<file path="src/rtl/ee354_snake_pkg.sv">
// Shared encodings for the snake game: directions, move-controller states,
// playfield defaults and {x,y} cell packing.
package ee354_snake_pkg;

  typedef enum logic [1:0] {
    UP    = 2'd0,
    DOWN  = 2'd1,
    LEFT  = 2'd2,
    RIGHT = 2'd3
  } dir_t;

  typedef enum logic [2:0] {
    S_IDLE  = 3'd0,
    S_INIT  = 3'd1,
    S_WAIT  = 3'd2,
    S_NEXT  = 3'd3,
    S_SCAN  = 3'd4,
    S_WRITE = 3'd5,
    S_DEAD  = 3'd6
  } state_t;

  localparam int GRID_W_DEF   = 15;
  localparam int GRID_H_DEF   = 15;
  localparam int MAX_LEN_DEF  = 225;
  localparam int INIT_LEN_DEF = 3;

  // Row the fresh snake is laid out on.
  localparam logic [3:0] INIT_ROW = 4'd7;

  function automatic logic [7:0] pack_xy(input logic [3:0] x, input logic [3:0] y);
    return {x, y};
  endfunction

  // UP<->DOWN and LEFT<->RIGHT differ only in bit 0.
  function automatic dir_t opposite(input dir_t d);
    return dir_t'(d ^ 2'd1);
  endfunction

endpackage

</file>
<file path="src/rtl/snake_move_ctrl.sv">
// One snake move per game tick: direction latch, wall check, body scan
// through the external body RAM, then head commit. Define WRAP_WALLS_EN
// to make the playfield edges wrap instead of acting as walls.
module snake_move_ctrl
  import ee354_snake_pkg::*;
#(
  parameter int GRID_W   = GRID_W_DEF,
  parameter int GRID_H   = GRID_H_DEF,
  parameter int MAX_LEN  = MAX_LEN_DEF,
  parameter int INIT_LEN = INIT_LEN_DEF
) (
  input  logic       Clk,
  input  logic       Reset,
  input  logic       Init,
  input  logic       Run,
  input  logic       Tick,
  input  logic       BtnU,
  input  logic       BtnD,
  input  logic       BtnL,
  input  logic       BtnR,
  input  logic [3:0] Food_X,
  input  logic [3:0] Food_Y,
  output logic [7:0] Mem_Addr,
  output logic       Mem_WE,
  output logic [7:0] Mem_WData,
  input  logic [7:0] Mem_RData,
  output logic       Collision,
  output logic [7:0] Length,
  output logic       Food_Eaten,
  output logic [3:0] Head_X,
  output logic [3:0] Head_Y,
  output logic       Busy,
  output logic [2:0] State_Dbg
);

  localparam logic [3:0] X_MAX   = 4'(GRID_W - 1);
  localparam logic [3:0] Y_MAX   = 4'(GRID_H - 1);
  localparam logic [7:0] LEN_MAX = 8'(MAX_LEN);

  state_t     state;
  dir_t       dir, move_dir;
  logic [7:0] head_ptr;
  logic [7:0] new_xy;
  logic       grow;
  logic [7:0] scan_n, scan_j;
  logic [3:0] init_cnt;

  dir_t       req_dir;
  logic       req_valid;
  logic       at_edge, wall_hit, grow_c;
  logic [3:0] nx, ny;
  logic [7:0] scan_n_c;

  assign State_Dbg = state;
  assign Busy      = !(state == S_IDLE || state == S_WAIT || state == S_DEAD);

  always_comb begin
    req_valid = 1'b1;
    req_dir   = RIGHT;
    if (BtnU)      req_dir = UP;
    else if (BtnD) req_dir = DOWN;
    else if (BtnL) req_dir = LEFT;
    else if (BtnR) req_dir = RIGHT;
    else           req_valid = 1'b0;
  end

  // Edge detection happens before any 4-bit arithmetic so 0-1 never aliases.
  always_comb begin
    nx      = Head_X;
    ny      = Head_Y;
    at_edge = 1'b0;
    case (dir)
      UP:      begin at_edge = (Head_Y == 4'd0);  ny = at_edge ? Y_MAX : Head_Y - 4'd1; end
      DOWN:    begin at_edge = (Head_Y == Y_MAX); ny = at_edge ? 4'd0  : Head_Y + 4'd1; end
      LEFT:    begin at_edge = (Head_X == 4'd0);  nx = at_edge ? X_MAX : Head_X - 4'd1; end
      default: begin at_edge = (Head_X == X_MAX); nx = at_edge ? 4'd0  : Head_X + 4'd1; end
    endcase
`ifdef WRAP_WALLS_EN
    wall_hit = 1'b0;
`else
    wall_hit = at_edge;
`endif
    grow_c   = (pack_xy(nx, ny) == pack_xy(Food_X, Food_Y)) && (Length < LEN_MAX);
    scan_n_c = grow_c ? Length : Length - 8'd1;
  end

  // Tick is a one-cycle strobe taken only in S_WAIT with Run high; no backpressure.
  always_ff @(posedge Clk or negedge Reset) begin
    if (!Reset) begin
      state      <= S_IDLE;
      Collision  <= 1'b0;
      Length     <= 8'd0;
      Food_Eaten <= 1'b0;
      Mem_WE     <= 1'b0;
      Mem_Addr   <= 8'd0;
      Mem_WData  <= 8'd0;
      Head_X     <= 4'd0;
      Head_Y     <= 4'd0;
      head_ptr   <= 8'd0;
      dir        <= RIGHT;
      move_dir   <= RIGHT;
      new_xy     <= 8'd0;
      grow       <= 1'b0;
      scan_n     <= 8'd0;
      scan_j     <= 8'd0;
      init_cnt   <= 4'd0;
    end else begin
      Mem_WE     <= 1'b0;
      Food_Eaten <= 1'b0;
      if (Init) begin
        state     <= S_INIT;
        Collision <= 1'b0;
        head_ptr  <= 8'd0;
        dir       <= RIGHT;
        move_dir  <= RIGHT;
        init_cnt  <= 4'd0;
      end else begin
        if (req_valid && req_dir != opposite(move_dir)) dir <= req_dir;
        case (state)
          S_INIT: begin
            if (init_cnt < 4'(INIT_LEN)) begin
              Mem_WE    <= 1'b1;
              Mem_Addr  <= {4'd0, init_cnt};
              Mem_WData <= pack_xy(init_cnt, INIT_ROW);
              init_cnt  <= init_cnt + 4'd1;
            end else begin
              Head_X   <= 4'(INIT_LEN - 1);
              Head_Y   <= INIT_ROW;
              head_ptr <= 8'(INIT_LEN - 1);
              Length   <= 8'(INIT_LEN);
              state    <= S_WAIT;
            end
          end
          S_WAIT: if (Tick && Run) state <= S_NEXT;
          S_NEXT: begin
            move_dir <= dir;
            if (wall_hit) begin
              Collision <= 1'b1;
              state     <= S_DEAD;
            end else begin
              new_xy   <= pack_xy(nx, ny);
              grow     <= grow_c;
              scan_n   <= scan_n_c;
              scan_j   <= 8'd0;
              Mem_Addr <= head_ptr;
              state    <= S_SCAN;
            end
          end
          // Cycle j issues segment j and compares the data of segment j-1.
          S_SCAN: begin
            if (scan_j != 8'd0 && Mem_RData == new_xy) begin
              Collision <= 1'b1;
              state     <= S_DEAD;
            end else if (scan_j == scan_n) begin
              head_ptr  <= head_ptr + 8'd1;
              Mem_WE    <= 1'b1;
              Mem_Addr  <= head_ptr + 8'd1;
              Mem_WData <= new_xy;
              Head_X    <= new_xy[7:4];
              Head_Y    <= new_xy[3:0];
              if (grow) begin
                Length     <= Length + 8'd1;
                Food_Eaten <= 1'b1;
              end
              state <= S_WRITE;
            end else begin
              scan_j   <= scan_j + 8'd1;
              Mem_Addr <= head_ptr - scan_j - 8'd1;
            end
          end
          S_WRITE: state <= S_WAIT;
          S_DEAD:  Collision <= 1'b1;
          S_IDLE:  ;
          default: state <= S_IDLE;
        endcase
      end
    end
  end

endmodule
</file>
<file path="config.mk">
export PLATFORM = sky130hd
export DESIGN_NAME = snake_move_ctrl
export DESIGN_NICKNAME = d
export VERILOG_FILES = /design/src/rtl/ee354_snake_pkg.sv /design/src/rtl/snake_move_ctrl.sv
export SDC_FILE = /design/constraint.sdc
export NUM_CORES = 1
export LEC_CHECK = 0
export CORE_MARGIN = 2
export CORE_UTILIZATION = 57
export DETAILED_ROUTE_END_ITERATION = 10
export PLACE_DENSITY = 0.83
export RECOVER_POWER = 50
export REMOVE_ABC_BUFFERS = 1
export SLEW_MARGIN = 0
export SYNTH_ARGS = -nofsm -noshare
export SYNTH_HDL_FRONTEND = slang
export SYNTH_SLANG_ARGS = --single-unit
</file>
<file path="constraint.sdc">
create_clock -name Clk -period 3.5 [get_ports Clk]
set_input_delay 0.7 -clock Clk [delete_from_list [all_inputs] [get_ports Clk]]
set_output_delay 0.7 -clock Clk [all_outputs]
set_load 0.01 [all_outputs]
</file>
Word level (Yosys, flattened, before mapping)
Cells that the tools add are included. Widths: inputs -> output; s select.

Bits in registers: 79. Bits in latches: 0. Memory bits (writable): 0. Memory bits (read-only): 0. Input port bits: 25. Output and inout bits: 39. Logic and storage cells: 169. Memories: 0.

Add/subtract/negate cells: 11. Multiply operators: 0. Div/mod/pow operators: 0. Order comparisons: 2. Equal/unequal tests: 29. Shift-type cells: 0. Muxes and demuxes: 74. Bitwise gates (word level): 3. Reductions and logical operators: 33.

Operator list (count): $mux 8 (19); $pmux 8 s2 (4); $mux 4 (13); $pmux 4 s2 (4); $add 8x1->8 const B (3); $eq 8x8->1 (3); $pmux 8 s3 (1); $reduce_and 5->1 (4); $pmux 3 s6 (1); $mux 1 (17); $sub 8x1->8 const B (2); $mux 3 (5); $ne 3x3->1 const B (5); $mux 2 (7); $ne 2x2->1 const B (7); $add 4x1->4 const B (3); $reduce_bool 2->1 (6); $eq 3x3->1 const B (3); $eq 4x4->1 const B (2); $logic_not 4->1 (2); $lt 8x8->1 const B (1); $reduce_and 4->1 (2); $reduce_bool 8->1 (1); $sub 4x1->4 const B (2); other kinds (24) (35).

Longest topological paths before layout
Depth in word-level cells: 7. Gate-level depth with buffers: 12. Gate-level depth less buffers: 12.

Worst setup path after synthesis
Ideal clock, no wire load.

Path type: reg2reg. Start point: reg Head_Y[0]. End point: reg scan_n[0]. Library setup time: 129 ps. Data arrival time: 2619 ps. Data required time: 3371 ps. Setup slack: 751 ps. Cell stages (with the launch flop): 12. Path buffers: 1. Clock period less this slack: 2749 ps. Path through: dfrtp_1 inv_1 ha_1 nand2b_1 o31ai_1 mux2_2 a2111oi_4 nand4_2 nor4_4 buf_6 xnor2_1 o21ai_2.

Cells in the longest elaborated chain, start to end: 6. Elaborated cells on any way between the ends: 13. Classes of those cells: add/sub (2); eq/ne (2); mux (5); bitwise (1); reduce/logical (3).

Ends and longest elaborated chain: start: declaration (line snake_move_ctrl.sv:31) `output logic [3:0] Head_Y,`; start signal: assignment (line snake_move_ctrl.sv:160) `Head_Y <= new_xy[3:0];`; $add 4x1->4 (tied with other cells) (line snake_move_ctrl.sv:74) `DOWN: begin at_edge = (Head_Y == Y_MAX); ny = at_edge ? 4'd0 : Head_Y + 4'd1; end`; $mux 4, on equally long branches (line snake_move_ctrl.sv:74, snake_move_ctrl.sv:73); $pmux 4 s2 (line snake_move_ctrl.sv:72) `case (dir)`; $eq 8x8->1 (line snake_move_ctrl.sv:83) `grow_c = (pack_xy(nx, ny) == pack_xy(Food_X, Food_Y)) && (Length < LEN_MAX);`; $logic_and 1x1->1 (line snake_move_ctrl.sv:83); $mux 8 (line snake_move_ctrl.sv:84) `scan_n_c = grow_c ? Length : Length - 8'd1;`; end signal: assignment (line snake_move_ctrl.sv:143) `scan_n <= scan_n_c;`; end: declaration (line snake_move_ctrl.sv:45) `logic [7:0] scan_n, scan_j;`.

Several ways; a longest one is shown, not always the timed one. A chain may end at the register's enable or synchronous reset.

Final worst setup path
Start point: reg Head_X[0]. End point: reg scan_n[7].

Cells in the longest elaborated chain, start to end: 6. Elaborated cells on any way between the ends: 13. Classes of those cells: add/sub (2); eq/ne (2); mux (5); bitwise (1); reduce/logical (3).

Ends and longest elaborated chain: start: declaration (line snake_move_ctrl.sv:30) `output logic [3:0] Head_X,`; start signal: assignment (line snake_move_ctrl.sv:127) `Head_X <= 4'(INIT_LEN - 1);`; start signal: assignment (line snake_move_ctrl.sv:159) `Head_X <= new_xy[7:4];`; $add 4x1->4 (tied with other cells) (line snake_move_ctrl.sv:76) `default: begin at_edge = (Head_X == X_MAX); nx = at_edge ? 4'd0 : Head_X + 4'd1; end`; $mux 4, on equally long branches (line snake_move_ctrl.sv:76, snake_move_ctrl.sv:75); $pmux 4 s2 (line snake_move_ctrl.sv:72); $eq 8x8->1 (line snake_move_ctrl.sv:83); $logic_and 1x1->1 (line snake_move_ctrl.sv:83); $mux 8 (line snake_move_ctrl.sv:84).

Several ways; a longest one is shown, not always the timed one.

==> impl_metrics.ini <==
[grt]
grt_use_total_pct = 27.7
grt_pass1_wl_mm = 22.3
gr-total-overflow = 0
grt_max_degree = 80
grtUsageMet2_pct = 44.1
antenna_found_initial = 0
grt_pass1_vias = 4659
grt_use_met1_pct = 37.6
grtUsageMet3_pct = 4.99
top_usage_layer = met2

[layout]
insertedDiodeCount = 0
fillCellCount = 680
drive_above_1_share_pct = 7.51
postLayoutCellArea_mm2 = 0.00605
areaGrowthSynthToFinish_pct = 17.1
final_cells = 774
nNetsFinal = 709
layout.cells.most_common = dfrtp_1
final_cell_mix = dfrtp_1 (75), nor2_1 (67), nand2_1 (61), clkdlybuf4s50_1 (49), o21ai_0 (40)

[setup_path]
r2r_setup_slack_ps = 420
critPathMaxFanout = 16
startpoint_type = flop
r2r_start = Head_X[0]
arrival_ps = 3350
cp-startpoint = Head_X[0]
crit_chain = inv_1 > ha_1 > a21oi_1 > nor2_1 > o211a_1 > or3_1 > nand4_2 > nor4_4 > buf_4 > or4_1 > a31oi_1
cp_num_buf_inv = 2
critPathMaxStageDelay_ps = 560
rr_worst_depth = 11
worstSetupPathType = flop to flop
critical_path.top_delay_family = simple AND/OR/NAND/NOR gates
cpMaxStageDelayCell = dfrtp_1
crit_path_end = scan_n[7]
endpoint_kind = flop
worst-endpoint-required_ps = 3770
r2r-end = scan_n[7]
cp.depth = 11

[timing]
finalMaxSlewViolations = 80
fin_ws_ps = 423
skew_ps = 12.1
clock.fmax_mhz = 325
fin_crit_sh_pct = 87.9
tightestPinTransition_ps = 1940
setup_tns_ps = 0
rsz0062_at_grt = false
hold_viol_final = 0
finalWorstPathRequiredPeriod_ps = 3080
relSlewSlack_pct = -29.5
setup_viol = 0

[pwr]
ir_worst_vdd_mv = 0.365
power.leakage_nw = 2.60
power_density_mw_per_mm2 = 643

[floorplanning]
io_pins = 64
dieArea_mm2 = 0.00984
chipHeight_um = 99.2
rows = 34
fp.dieW_um = 99.2
start_util_pct = 58.9
fp.coreArea_mm2 = 0.00876

[place]
hpwl_mm = 9.61
gp_congestion = 0.980
dp_slack_ps = 353
dpl_cell_area_mm2 = 0.00588
dp.cells = 759
io_buffers = 63

[synth]
synth_top_area_share_pct = 36.3
syn_area_mm2 = 0.00516
ys_warn_count = 0
synth_edf_count = 0
synth_cell_types = 65
synth.avg_cell_area_um2 = 8.51
ys_async_sr_fraction_pct = 100
ys_top_cells_by_area = dfrtp_1 (36%), ha_1 (5.1%), nor2_1 (4.9%), nand2_1 (4.4%), o21ai_0 (3.9%)
synth_ff_type = dfrtp_1
yosys.area.top_type = dfrtp_1
synth-seq-cells = 79
yosysSeqAreaShare_pct = 38.4
syn_inst = 607

[route]
wl_per_cell_um = 17.3
dr.pass1.iters = 5
postRouteAntennaNets = 0
drt_iter0_drc = 289
vias = 4797
viasPerCell = 6.20
wl_mm = 13.4
drc = 0

[run]
maxCapViolations = 1

[clock_network]
htreeDepth = 3
cts_max_path_buffers = 2
clk_latency_ps = 360
cts_sinks = 79
cts-resized-gates = 0
cts_hold_buf = 0
cts_buffers = 9
cts_tree = built
path_clk_slew_ps = 80
cts_setup_buffers = 0
cts_root_buf = clkbuf_8

[worst_hold_path]
min_path_type = flop to flop

[run_status]
violations = capacitance limit, slew limit
run_status = finished, violations left
-- logic make-up after synthesis --
kind of cell    after synthesis  synth area share [%]
simple gates                232                  22.6
compound gates              168                  20.6
flops                        79                  38.4
buf+inv                      62                  5.14
xor+xnor                     35                  5.94
fa+ha+maj                    22                  5.48
mux                           9                  1.84
-- cell usage after synthesis (3+ instances only) --
library cell  number
a211oi_1           6
a21o_1             5
a21oi_1           32
a221oi_1           4
a22o_1             4
a31oi_1           15
and3_1             8
buf_2             11
clkbuf_1          19
dfrtp_1           75
dfstp_2            4
ha_1              21
inv_1             26
inv_2              3
mux2_2             3
mux2i_1            5
nand2_1           61
nand2b_1          13
nand3_1           14
nand4_1            8
nor2_1            67
nor2b_1            6
nor3_1            18
nor4_1             7
o211ai_1           9
o21ai_0           40
o21ai_1           19
o22ai_1            6
o31ai_1           11
or3_1             10
or4_1              5
xnor2_1           14
xor2_1            21
-- cell type report --
class,instances,area [um2],area share (%)
inverters,29,109,1.80
well taps,108,135,2.24
clock buffers,10,138,2.28
clock inverters,5,33.8,0.559
repair buffers,77,727,12.0
multi-input cells,466,2920,48.3
flip-flops and latches,79,1980,32.8
-- through the flow --
stage | power [mW] | utilization (%) | hold slack, ps
finish | 3.89 | 69.0 | 477
detailed placement | 3.27 | 67.1 | 469
global placement | 3.20 | 67.1 | 461
floorplan | 2.57 | - | 404
CTS | 3.89 | 69.1 | 486
global route | 4.15 | 69.0 | 517
-- worst register-to-register path, stage by stage, from the launching register on --
cell and delay (ps):
dfrtp_1 560, inv_1 200, ha_1 310, a21oi_1 220, nor2_1 80, o211a_1 240
or3_1 320, nand4_2 130, nor4_4 40, buf_4 190, or4_1 510, a31oi_1 180
-- layer usage --
layer	up-vias	share of wire (%)
met3	25	7.4
met4	0	2.6
li1	2276	-
met5	-	0
met2	193	47
met1	2303	43
-- sequential cells by signal (all words and copies together) (netlist names) --
| signal | count |
|---|---|
| Food_Eaten | 1 |
| Mem_WE | 1 |
| move_dir | 2 |
| init_cnt | 4 |
| Mem_WData | 8 |
| head_ptr | 8 |
| grow | 1 |
| new_xy | 8 |
| scan_j | 8 |
| State_Dbg | 3 |
| Mem_Addr | 8 |
| Head_X | 4 |
| scan_n | 8 |
| Length | 8 |
| Head_Y | 4 |
| dir | 2 |
| Collision | 1 |
-- where the power goes --
part           switching (mW)  internal [mW]
Combinational           0.921          0.807
Sequential              0.358           1.18
Clock                   0.342          0.273
-- worst min-delay path by stage --
stage,from,end,slack (ps),depth (start not counted)
2_1_floorplan,Reset,Collision,400,0
3_3_place_gp,Mem_Addr[3],Mem_Addr[3],460,2
3_5_place_dp,Mem_Addr[1],Mem_Addr[1],470,2
4_1_cts,Mem_Addr[1],Mem_Addr[1],490,2
5_1_grt,Mem_Addr[5],Mem_Addr[5],520,2
6_report,Mem_Addr[1],Mem_Addr[1],480,2
No activity file was read; power rests on OpenSTA's default activity.
